## src/rtl/inst_fetch_queue.sv

```systemverilog
// -----------------------------------------------------------------------------
// inst_fetch_queue
//   Instruction prefetch buffer between the unified single-ported memory and
//   the IF/ID pipeline register. Owns the fetch PC, issues word fetches when
//   the arbiter grants the port, buffers up to DEPTH {pc, inst} pairs and hands
//   them to decode in order. A redirect from EX/MEM flushes and restarts fetch.
//
//   Build option: define FETCH_QUEUE_BYPASS_EN to add a combinational
//   memory -> IF/ID path when the queue is empty (zero fetch-to-decode latency).
//
// Ports
//   clk            in   rising-edge clock
//   rst            in   asynchronous, active-low reset
//   mem_req        out  fetch request to the memory arbiter
//   mem_addr       out  fetch address (current fetch PC, word aligned)
//   mem_gnt        in   arbiter grant; mem_req & mem_gnt = fetch accepted
//   mem_rdata      in   instruction word, valid in the accepted cycle
//   redirect_valid in   taken branch/jump: flush and restart
//   redirect_pc    in   restart address (bits [1:0] ignored)
//   stall_fetch    in   block new fetches; queue still drains
//   inst_valid     out  head entry valid to IF/ID
//   inst_ready     in   IF/ID accepts head
//   inst_out       out  head instruction (NOP_INST when not valid)
//   inst_pc        out  head PC (0 when not valid)
//   q_count        out  occupancy 0..DEPTH
//
// Handshakes: both sides transfer exactly on the cycle where the request/valid
// and the grant/ready are high together. mem_req and inst_valid never depend
// on mem_gnt or inst_ready respectively (except the optional bypass, where
// inst_valid follows an accepted fetch), and inst_ready while inst_valid=0
// is a no-op.
// -----------------------------------------------------------------------------
module inst_fetch_queue #(
  parameter int          DEPTH    = 4,
  parameter logic [31:0] RESET_PC = 32'h0000_0000,
  parameter logic [31:0] NOP_INST = 32'h0000_0033
) (
  input  logic                     clk,
  input  logic                     rst,
  output logic                     mem_req,
  output logic [31:0]              mem_addr,
  input  logic                     mem_gnt,
  input  logic [31:0]              mem_rdata,
  input  logic                     redirect_valid,
  input  logic [31:0]              redirect_pc,
  input  logic                     stall_fetch,
  output logic                     inst_valid,
  input  logic                     inst_ready,
  output logic [31:0]              inst_out,
  output logic [31:0]              inst_pc,
  output logic [$clog2(DEPTH):0]   q_count
);

  localparam int AW = $clog2(DEPTH);
  localparam int CW = AW + 1;
  localparam logic [CW-1:0] FULL = CW'(DEPTH);

  logic [31:0]   fetch_pc;
  logic [AW-1:0] rd_ptr;
  logic [AW-1:0] wr_ptr;
  logic [CW-1:0] count;
  logic [31:0]   pc_mem   [DEPTH];
  logic [31:0]   inst_mem [DEPTH];

  logic fetch_acc;   // fetch accepted by the arbiter this cycle
  logic head_valid;  // registered head entry is presentable
  logic head_pop;    // registered head consumed by IF/ID
  logic push;        // accepted word is written into the queue

  // Low two bits of the redirect target are discarded (word-aligned fetch).
  logic unused_redirect_lsb;
  assign unused_redirect_lsb = ^redirect_pc[1:0];

  // rst is low during reset, so this also holds mem_req at 0 while in reset
  // and discards any grant that arrives then.
  assign mem_req    = rst & ~redirect_valid & ~stall_fetch & (count != FULL);
  assign mem_addr   = fetch_pc;
  assign fetch_acc  = mem_req & mem_gnt;
  assign head_valid = (count != '0) & ~redirect_valid;
  assign head_pop   = head_valid & inst_ready;
  assign q_count    = count;

`ifdef FETCH_QUEUE_BYPASS_EN
  // Empty queue + accepted fetch: show the memory word directly. mem_req
  // already excludes redirect, so a redirect still forces inst_valid low.
  logic bypass_hit;
  assign bypass_hit = fetch_acc & (count == '0);
  // A bypassed word taken by decode in the same cycle is never stored.
  assign push       = fetch_acc & ~(bypass_hit & inst_ready);

  always_comb begin
    inst_valid = head_valid | bypass_hit;
    inst_out   = NOP_INST;
    inst_pc    = 32'h0000_0000;
    if (head_valid) begin
      inst_out = inst_mem[rd_ptr];
      inst_pc  = pc_mem[rd_ptr];
    end else if (bypass_hit) begin
      inst_out = mem_rdata;
      inst_pc  = fetch_pc;
    end
  end
`else
  assign push = fetch_acc;

  always_comb begin
    inst_valid = head_valid;
    inst_out   = NOP_INST;
    inst_pc    = 32'h0000_0000;
    if (head_valid) begin
      inst_out = inst_mem[rd_ptr];
      inst_pc  = pc_mem[rd_ptr];
    end
  end
`endif

  // Control state: pointers, occupancy, fetch PC.
  always_ff @(posedge clk or negedge rst) begin
    if (!rst) begin
      fetch_pc <= RESET_PC;
      rd_ptr   <= '0;
      wr_ptr   <= '0;
      count    <= '0;
    end else if (redirect_valid) begin
      // Redirect wins over any push/pop; push is already 0 via mem_req.
      fetch_pc <= {redirect_pc[31:2], 2'b00};
      rd_ptr   <= '0;
      wr_ptr   <= '0;
      count    <= '0;
    end else begin
      // The PC advances on every accepted fetch, including a bypassed one.
      if (fetch_acc) fetch_pc <= fetch_pc + 32'd4;
      if (push)      wr_ptr   <= wr_ptr + AW'(1);
      if (head_pop)  rd_ptr   <= rd_ptr + AW'(1);
      case ({push, head_pop})
        2'b10:   count <= count + CW'(1);
        2'b01:   count <= count - CW'(1);
        default: count <= count;
      endcase
    end
  end

  // Entry storage carries only {pc, inst}; no reset needed since count
  // gates every read.
  always_ff @(posedge clk) begin
    if (push) begin
      pc_mem[wr_ptr]   <= fetch_pc;
      inst_mem[wr_ptr] <= mem_rdata;
    end
  end

endmodule
```

## config.mk

```make
export PLATFORM = sky130hd
export DESIGN_NAME = inst_fetch_queue
export DESIGN_NICKNAME = d
export VERILOG_FILES = /design/src/rtl/inst_fetch_queue.sv
export SDC_FILE = /design/constraint.sdc
export NUM_CORES = 1
export LEC_CHECK = 0
export CORE_ASPECT_RATIO = 1.2
export CORE_MARGIN = 2
export CORE_UTILIZATION = 48
export CTS_CLUSTER_DIAMETER = 60
export CTS_CLUSTER_SIZE = 25
export DETAILED_ROUTE_END_ITERATION = 7
export DONT_BUFFER_PORTS = 1
export GPL_ROUTABILITY_DRIVEN = 0
export HOLD_SLACK_MARGIN = 0.05
export PLACE_DENSITY = 0.63
export SYNTH_ARGS = -nofsm -noshare
export SYNTH_HDL_FRONTEND = slang
export SYNTH_SLANG_ARGS = --single-unit
```

## constraint.sdc

```tcl
create_clock -name clk -period 3.2 [get_ports clk]
set_input_delay 0.48 -clock clk [delete_from_list [all_inputs] [get_ports clk]]
set_output_delay 0.48 -clock clk [all_outputs]
set_load 0.02 [all_outputs]
```

# [Word level (Yosys, flattened, before mapping)]
# Memory sizes are Yosys's and may differ from the RTL's.
# Index checks and enable logic that the tools add are counted.
[op_classes] n_addsub=5 eq_ne=3 muxes=12 bitwise_logic=8 n_reduce_logical=4
[op_table] operator="32-bit two-way mux" n=4
[op_table] operator="32-bit by 3-bit adder with 32-bit output, second input constant" n=1
[op_table] operator="2-bit two-way mux" n=4
[op_table] operator="1-bit AND" n=6
[op_table] operator="3-bit case mux with 2 select lines" n=1
[op_table] operator="3-bit nonzero test" n=2
[op_table] operator="2-bit by 1-bit adder with 2-bit output, second input constant" n=2
[op_table] operator="2-bit nonzero test" n=2
[op_table] operator="3-bit by 1-bit adder with 3-bit output, second input constant" n=1
[op_table] operator="3-bit two-way mux" n=1
[op_table] operator="3-bit != test, second input constant" n=1
[op_table] operator="3-bit by 1-bit subtractor with 3-bit output, second input constant" n=1
[op_table] operator="2-bit by 1-bit equality test with 1-bit output, second input constant" n=1
[op_table] operator="2-bit equality test, second input constant" n=1
[op_table] operator="1-bit two-way mux" n=2
[op_table] operator="1-bit inverter" n=2
[totals] reg_bits=39 mem_bits_rw=256 inputBits=70 output_inout_bits=101 n_memories=2
[mem_list] memory="inst_mem" depth=4 word_bits=32 rd=1 rd_ports_with_merged_regs=0 wr=1 line="63" text="logic [31:0] inst_mem [DEPTH];"
[mem_list] memory="pc_mem" depth=4 word_bits=32 rd=1 rd_ports_with_merged_regs=0 wr=1 line="62" text="logic [31:0] pc_mem [DEPTH];"

# [Depth between registers and ports, before layout]
# Gate-level depths: netlist of run 1.
[depth] depth_word=8 ltp_mapped=8 mapped_depth_nobuf=7

# [Least setup slack after synthesis of run 1]
# OpenSTA, ideal clock, no wires.
[synth_path] path_kind="input to register" from="input redirect_valid" to="memory inst_mem[0][0] (enable)" setup_ns=0.427 arrival_time_ns=2.430 setup_slack_ns=0.344 path_stages=3 n_path_buf=1 cell_sequence="nor4bb_1 -> buf_2 -> and3_1"
[synth_between] elab_chain_len=7
[synth_lines] element="from (decl)" line="44" text="input logic redirect_valid,"
[synth_lines] element="1-bit inverter" line="76" text="assign mem_req = rst & ~redirect_valid & ~stall_fetch & (count != FULL);"
[synth_lines] element="1-bit AND (3 in series)" line="76"
[synth_lines] element="1-bit AND" line="78" text="assign fetch_acc = mem_req & mem_gnt;"
[synth_lines] element="1-bit two-way mux" line="146" text="if (push) begin"
[synth_lines] element="1-bit two-way mux (implied by the code)" line="148" text="inst_mem[wr_ptr] <= mem_rdata;"
[synth_lines] element="to (decl)" line="63"
# Every way passes these cells.

# [Worst setup path in the final report of run 1]
[layout_path] from="register count[0] (netlist: q_count[0])" to="output inst_pc[26]"
[layout_between] elab_chain_len=3
[layout_lines] element="from (decl)" line="61" text="logic [CW-1:0] count;"
[layout_lines] element="from (signal assigned)" line="136" text="2'b10: count <= count + CW'(1);"
[layout_lines] element="from (signal assigned)" line="137" text="2'b01: count <= count - CW'(1);"
[layout_lines] element="from (signal assigned)" line="138" text="default: count <= count;"
[layout_lines] element="3-bit nonzero test" line="79" text="assign head_valid = (count != '0) & ~redirect_valid;"
[layout_lines] element="1-bit AND" line="79"
[layout_lines] element="32-bit two-way mux" line="110" text="if (head_valid) begin"
[layout_lines] element="to (decl)" line="50" text="output logic [31:0] inst_pc,"
# Every way passes these cells.

==> results.yml, run 1 <==
clock_network:
  cts_tree: "done"
  clock_latency_ps: 510
  htree_num_levels: 1
  clkTransAtPathRegs_ps: 90
  clk_path_buf_depth: 3
  cts_sinks: 285
  postCtsSetupRepairBufs: 0
  numCtsBuffers: 19
  cts_root_buf: "clkbuf_16"
  cts.repair.resized: 0
critical_path:
  arrival_ps: 2430
  worstPathMaxFanout: 62
  crit_buf_inv: 2
  worstPathCellList: "nor3_1 > buf_4 > nor2_4 > buf_4 > and2_1"
  cp_common_cell: "buf_4"
  crit_family: "buffers and inverters"
  startpoint_type: "register"
  cpPeakStageDelay_ps: 600
  crit_type: "reg2out"
  rrSetupSlack_ps: 540
  worstSetupEndpointType: "output port"
  cp_slowest_cell: "dfrtp_1"
  cp.required_ps: 2720
status:
  status: "completed"
yosys:
  synth.top_cell.area_share_pct: 63.1
  synth_ff_type: "edfxtp_1"
  synth.most_common_cell: "edfxtp_1"
  yosys.area.top_type: "edfxtp_1"
  ys.warnings.count: 0
  synth_area_leaders: "edfxtp_1, mux4_2, dfrtp_1"
  synth-seq-area-share_pct: 70.9
  ys_ff_latch: 285
  syn_area_per_cell_um2: 17.7
  netlist_top_cells_count: "edfxtp_1, mux4_2, and2_1"
  syn_inst: 666
  async_flop_share_pct: 13.0
  syn_area_um2: 11800
  synth.distinct_cells: 57
  synth_edf_count: 248
grt:
  grtUsageMet1_pct: 24.3
  grt_max_degree: 63
  grt_pass1_vias: 6491
  met2_usage_pct: 33.4
  grt_pass1_wl_um: 38200
  overflow: 0
  groute.usage.overall_pct: 19.4
  antenna_found_initial: 0
  top_usage_layer: "met2"
  met3_usage_pct: 5.12
drt:
  drt_pass1_iterations: 5
  via_per_inst: 6.10
  drtIter0Drc: 502
  routed_wl_um: 25400
  drc_errors: 0
  wire_per_inst_um: 24.7
  vias: 6274
  ant_nets: 0
power_and_ir_drop:
  totalPowerFinal_mw: 8.63
  vdd_drop_max_mv: 0.480
  powerDensity_nw_per_um2: 653
  leakage_nw: 4.27
sta:
  setup_violations: 0
  rsz0062_at_grt: "no"
  finalClockSkew_ps: 19.2
  final_hold_viol_count: 0
  slew_headroom_pct: 56.0
  worst_slack_ps: 290
  layout_min_cycle_time_ps: 2910
  fmax_mhz: 344
  tightest_slew_ps: 659
  period_share_pct: 91.0
  setup_tns_ps: 0
  maxSlewViolCount: 0
layout:
  drive_gt1_share_pct: 18.3
  utilization_pct: 54.9
  design_area_um2: 13200
  layout.nets: 773
  antennaDiodeCount: 0
  syn2layout_area_growth_pct: 11.9
die:
  die_w_um: 147
  rows: 62
  die_area_um2: 25900
  num_io_pins: 171
  start_util_pct: 49.1
  die_y_um: 176
  design.core.area_um2: 24000
placed_design:
  post-place-ws_ps: 547
  place_area_um2: 12200
  hpwl_um: 15600
  port_buffers: 0
hold_path:
  min_path_type: "in2reg"
run:
  drv_cap: 0
[layout make-up]
type,count,area (um^2)
multi-input combinational,337,3220
tap,320,400
inverter,6,22.5
clock inverter,12,176
fill,1889,10800
sequential,285,8380
clock buffer,21,493
timing repair buffer,48,510
[kinds of logic after synthesis]
group / Yosys count / synth area share (%)
buffers and inverters: 47 / 2.10
AND/OR/NAND/NOR: 186 / 9.53
AO/OA/AOI/OAI: 67 / 3.94
adder cells (fa/ha/maj): 6 / 0.700
multiplexers: 66 / 12.2
flip-flops: 285 / 70.9
other: 1 / 0.0318
XOR/XNOR: 8 / 0.594
[cell usage in the layout, fill, tap and decap left out, types with 4 or more instances in the layout]
| cell | Yosys | final |
|---|---|---|
| buf_4 | 8 | 12 |
| nor2b_1 | 4 | 4 |
| clkbuf_16 | 0 | 19 |
| mux4_2 | 62 | 62 |
| ha_1 | 5 | 5 |
| nand2_1 | 37 | 37 |
| nor2_1 | 11 | 10 |
| xor2_1 | 5 | 5 |
| a21oi_1 | 8 | 8 |
| buf_12 | 0 | 6 |
| o311ai_0 | 9 | 9 |
| mux2i_1 | 4 | 4 |
| inv_1 | 6 | 6 |
| and3_4 | 0 | 4 |
| nor3_1 | 4 | 4 |
| or3_1 | 6 | 6 |
| and2_1 | 61 | 61 |
| a221o_1 | 5 | 5 |
| o211ai_1 | 5 | 5 |
| conb_1 | 1 | 4 |
| edfxtp_1 | 248 | 248 |
| dlygate4sd3_1 | 0 | 30 |
| nand3_1 | 15 | 15 |
| and4_1 | 7 | 7 |
| and3_1 | 11 | 7 |
| nand4_1 | 8 | 8 |
| o21ai_0 | 21 | 21 |
| dfrtp_1 | 37 | 35 |
| a21o_1 | 4 | 4 |
[stage by stage]
step                      std cells  hold WS (ps)
final                          1029          66.8
after global routing           1029          50.2
after CTS                      1013          50.6
after detailed placement        965           186
after global placement          965           186
after floorplan                 669           184
[per-layer routing]
layer / vias to the layer above / share of wire (%)
met3: 51 / 7.9
met4: 0 / 2.4
met5: - / 0
met2: 247 / 51
met1: 3279 / 39
li1: 2697 / -
[sequential cells by signal, indices dropped and copies added (netlist names)]
signal    flops
inst_mem    128
mem_addr     30
pc_mem      120
q_count       3
rd_ptr        2
wr_ptr        2
[path summary, 6_finish.rpt]
path / start / endpoint / depth (start not counted)
min: mem_rdata[25] / inst_mem[0][25]$_DFFE_PP_ / 0
max: q_count[0]$_DFFE_PN0P_ / inst_pc[26] / 5
max reg2reg: mem_addr[2]$_DFFE_PN0N_ / mem_addr[20]$_DFFE_PN0N_ / 5
min reg2reg: wr_ptr[0]$_DFFE_PN0N_ / wr_ptr[0]$_DFFE_PN0N_ / 1
max in group asynchronous: rst / rd_ptr[0]$_DFFE_PN0P_ / 2
min in group asynchronous: rst / mem_addr[15]$_DFFE_PN0N_ / 2
[what timing repair did]
item / 4_1_cts / 5_1_grt
setup endpoints to repair: 0 / 0
endpoints found under the hold margin: 83 / 51
hold buffers: 15 / 16
[power breakdown]
part / internal, mW / switching (mW) / total [mW]
clock: 1.35 / 1.31 / 2.66
combinational: 0.648 / 0.896 / 1.54
sequential: 4.16 / 0.268 / 4.43
Power figures use the tool's default switching activity.
==> inputs of run 2 (changes only) <==
- CTS_CLUSTER_DIAMETER: 60 -> 40
- CTS_CLUSTER_SIZE: 25 -> 40
==> results.yml, run 2 (synthesis gave the netlist of run 1 again) <==
critical_path:
  critPathCapture: "inst_pc[26]"
  cp.required_ps: 2720
  rrSetupSlack_ps: 510
  critPathLaunch: "q_count[0]$_DFFE_PN0P_"
  r2r-end: "mem_addr[20]$_DFFE_PN0N_"
  crit_buf_inv: 2
  r2r-start: "mem_addr[2]$_DFFE_PN0N_"
  path_depth: 5
  cpPeakStageDelay_ps: 590
  r2r_cells: 5
  worstPathMaxFanout: 62
  crit_family: "buffers and inverters"
  worstSetupEndpointType: "output port"
  worstPathCellList: "nor3_1 > buf_4 > nor2_4 > buf_4 > and2_1"
  cp_common_cell: "buf_4"
  arrival_ps: 2450
  cp_slowest_cell: "dfrtp_1"
  crit_type: "reg2out"
  startpoint_type: "register"
clock_network:
  cts_sinks: 285
  clk_path_buf_depth: 3
  postCtsSetupRepairBufs: 0
  cts.repair.resized: 0
  numCtsBuffers: 30
  cts_tree: "done"
  cts_hold_buf: 41
  htree_num_levels: 1
  clkTransAtPathRegs_ps: 70
  cts_root_buf: "clkbuf_16"
  clock_latency_ps: 550
layout:
  antennaDiodeCount: 0
  drive_gt1_share_pct: 19.5
  multi_input_area_um2: 3220
  largest_register_ffs: 128
  syn2layout_area_growth_pct: 15.5
  final_common_cell: "edfxtp_1"
  register_area_um2: 8380
  final_cell_mix: "edfxtp_1, mux4_2, and2_1"
  layout.nets: 794
  fillerInstances: 1857
  largest_register: "inst_mem"
sta:
  tightest_slew_ps: 671
  setup_tns_ps: 0
  layout_min_cycle_time_ps: 2930
  period_share_pct: 91.6
  slew_headroom_pct: 55.3
  worst_slack_ps: 268
  finalClockSkew_ps: 14.7
  final_hold_viol_count: 0
  setup_violations: 0
  rsz0062_at_grt: "no"
  fmax_mhz: 341
  maxSlewViolCount: 0
grt:
  grt_pass1_wl_um: 39200
  antenna_found_initial: 0
  grt_pass1_vias: 6748
  overflow: 0
  grt_max_degree: 63
  groute.usage.overall_pct: 19.9
drt:
  drt_pass1_iterations: 5
  vias: 6388
  drtIter0Drc: 411
  routed_wl_um: 25700
  via_per_inst: 6.02
  drc_errors: 0
  wire_per_inst_um: 24.2
  ant_nets: 0
power_and_ir_drop:
  leakage_nw: 4.48
  powerDensity_nw_per_um2: 691
  vdd_drop_max_mv: 0.422
die:
  rows: 62
  design.core.area_um2: 24000
  die_area_um2: 25900
  num_io_pins: 171
  start_util_pct: 49.1
  die_y_um: 176
  die_w_um: 147
placed_design:
  post-place-ws_ps: 547
  port_buffers: 0
  hpwl_um: 15600
run:
  drv_cap: 0
hold_path:
  min_path_type: "in2reg"
status:
  status: "completed"
==> run 2: changes by cell type in the layout (fill, tap and decap cells not counted), moves of 2 or more <==
cell	previous run	this run
clkbuf_16	19	31
dlygate4sd3_1	30	40
clkbuf_1	1	5
clkinv_1	0	4
inv_8	0	4
clkinv_2	1	4
inv_12	2	0
==> run 2: how the worst min path moves through the flow <==
| stage | start | end | cells after the start |
|---|---|---|---|
| global placement | rst | mem_addr[15]$_DFFE_PN0N_ | 0 |
| floorplan | rst | mem_addr[10]$_DFFE_PN0N_ | 0 |
| detailed placement | rst | mem_addr[15]$_DFFE_PN0N_ | 0 |
| finish | redirect_pc[15] | mem_addr[15]$_DFFE_PN0N_ | 2 |
| global route | redirect_pc[15] | mem_addr[15]$_DFFE_PN0N_ | 2 |
| CTS | redirect_pc[18] | mem_addr[18]$_DFFE_PN0N_ | 2 |
==> run 2: worst reg2reg max path, cell delays in order (launching register included) <==
cell,delay (ps)
dfrtp_1,630
ha_1,300
nand3_1,220
nor4_2,650
nand2_1,300
o311ai_0,440
==> run 2: stage by stage <==
step	utilization (%)	cells	cell area [um^2]	total power, mW	hold slack, ps
after floorplan	-	669	11800	5.68	184
after global placement	50.8	965	12200	5.99	186
after detailed placement	50.8	965	12200	6.04	186
after CTS	56.7	1062	13600	9.54	54.5
after global routing	56.7	1062	13600	9.79	60.6
final	56.7	1062	13600	9.42	70.1
==> run 2: final cells by class <==
| cell class | instances | area share, % |
|---|---|---|
| Inverter | 6 | 0.165 |
| Clock buffer | 36 | 5.83 |
| Sequential cell | 285 | 61.5 |
| Multi-Input combinational cell | 337 | 23.6 |
| Tap cell | 320 | 2.94 |
| Timing Repair Buffer | 58 | 4.48 |
| Clock inverter | 20 | 1.51 |
==> run 2: metal layers <==
metal	vias up	GRT usage, %	wire length [um]
met1	3313	24.4	9730
met2	269	35.0	13200
met5	-	0	0
met4	0	6.25	682
met3	50	4.88	2020
li1	2756	-	-
==> run 2: power breakdown <==
group / total (mW) / internal (mW) / switching (mW)
registers: 4.43 / 4.16 / 0.268
clock network: 3.43 / 1.97 / 1.45
logic: 1.56 / 0.656 / 0.906
==> inputs of run 3 (changes only) <==
- CTS_CLUSTER_SIZE: 40 -> not set
- SETUP_SLACK_MARGIN: not set -> 0.1
==> results.yml, run 3 (synthesis gave the netlist of run 1 again) <==
status:
  status: "completed"
power_and_ir_drop:
  intPower_mw: 7.15
  totalPowerFinal_mw: 9.73
  p_sw_mw: 2.57
  comb_power_share_pct: 15.5
  vdd_drop_max_mv: 0.420
  power.clock.fraction_pct: 38.9
  p_seq_share_pct: 45.6
  powerDensity_nw_per_um2: 727
  leakage_nw: 4.38
  swShare_pct: 26.5
drt:
  ant_nets: 0
  drtIter0Drc: 380
  routed_wl_um: 25300
  drt_pass1_iterations: 5
  vias: 6286
  drc_errors: 0
  wire_per_inst_um: 24.5
  via_per_inst: 6.10
placed_design:
  post-place-ws_ps: 547
  dp.cells: 965
  port_buffers: 0
  hpwl_um: 15600
clock_network:
  htree_num_levels: 2
  clock_latency_ps: 500
  cts_tree: "done"
  cts_root_buf: "clkbuf_16"
  clkTransAtPathRegs_ps: 60
  clk_path_buf_depth: 3
  numCtsBuffers: 34
  cts_sinks: 285
grt:
  groute.usage.overall_pct: 19.8
  grt_max_degree: 63
  grt_pass1_vias: 6589
  antenna_found_initial: 0
  grt_pass1_wl_um: 38600
  overflow: 0
critical_path:
  startpoint_type: "register"
  crit_type: "reg2out"
  worstSetupEndpointType: "output port"
  worstPathMaxFanout: 62
  arrival_ps: 2430
  cp.required_ps: 2720
die:
  die_w_um: 147
  design.core.area_um2: 24000
  num_io_pins: 171
  die_area_um2: 25900
  rows: 62
  die_y_um: 176
  start_util_pct: 49.1
sta:
  setup_tns_ps: 0
  rsz0062_at_grt: "no"
  period_share_pct: 91.0
  maxSlewViolCount: 0
  finalClockSkew_ps: 17.3
  tightest_slew_ps: 662
  whs_ps: 74.3
  setup_violations: 0
  layout_min_cycle_time_ps: 2910
  worst_slack_ps: 287
  fmax_mhz: 343
  slew_headroom_pct: 55.9
  final_hold_viol_count: 0
layout:
  final_cell_mix: "edfxtp_1, mux4_2, and2_1"
  drive_gt1_share_pct: 20.7
  layout.nets: 760
  largest_register: "inst_mem"
  largest_register_ffs: 128
  final_common_cell: "edfxtp_1"
  layout.cells.non_filler: 1030
  syn2layout_area_growth_pct: 13.4
  antennaDiodeCount: 0
run:
  drv_cap: 0
hold_path:
  min_path_type: "in2reg"
-- run 3: path summary, 6_finish.rpt --
path | start | end | slack (ps) | cells past startpoint
max | q_count[0]$_DFFE_PN0P_ | inst_pc[26] | 290 | 5
min | mem_rdata[30] | inst_mem[1][30]$_DFFE_PP_ | 70 | 0
max reg2reg | mem_addr[2]$_DFFE_PN0N_ | mem_addr[20]$_DFFE_PN0N_ | 530 | 5
min reg2reg | wr_ptr[0]$_DFFE_PN0N_ | wr_ptr[0]$_DFFE_PN0N_ | 570 | 1
max in group asynchronous | rst | rd_ptr[1]$_DFFE_PN0P_ | 2500 | 2
min in group asynchronous | rst | mem_addr[15]$_DFFE_PN0N_ | 450 | 2
-- run 3: what timing repair did --
item | 4_1_cts | 5_1_grt
hold buffers | 3 | 0
resized for setup | 0 | 0
buffers inserted | 0 | 0
endpoints found under the setup margin | 0 | 0
endpoints found under the hold margin | 39 | 0
-- run 3: layer usage --
layer,track usage [%],part of all wire [%]
met1,23.8,38
met2,34.0,50
met3,6.18,9.6
met4,6.61,2.6
met5,0,0
-- run 3: final cells by class --
| type | count | area [um^2] |
|---|---|---|
| tap | 320 | 400 |
| fill | 1870 | 10700 |
| clock inverter | 15 | 164 |
| sequential | 285 | 8380 |
| multi-input combinational | 337 | 3220 |
| inverter | 6 | 22.5 |
| timing repair buffer | 20 | 230 |
| clock buffer | 47 | 963 |
-- run 3: worst max-delay path, cell delays in order, from the launching register on --
cell and delay (ps):
dfrtp_1 590, nor3_1 110, buf_4 180, nor2_4 90, buf_4 550, and2_1 390
-- run 3: power groups by stage --
stage	Clock (mW)	Sequential, mW	Combinational (mW)
3_5_place_dp	0	4.52	1.53
4_1_cts	3.86	4.44	1.54
5_1_grt	4.01	4.46	1.63
3_3_place_gp	0	4.50	1.49
6_report	3.79	4.44	1.51
2_1_floorplan	0	4.41	1.28
-- run 3: per-stage QoR --
stage | utilization [%] | cell area, um^2
after floorplan | - | 11800
after global placement | 50.8 | 12200
after detailed placement | 50.8 | 12200
after CTS | 55.7 | 13400
after global routing | 55.7 | 13400
final | 55.7 | 13400
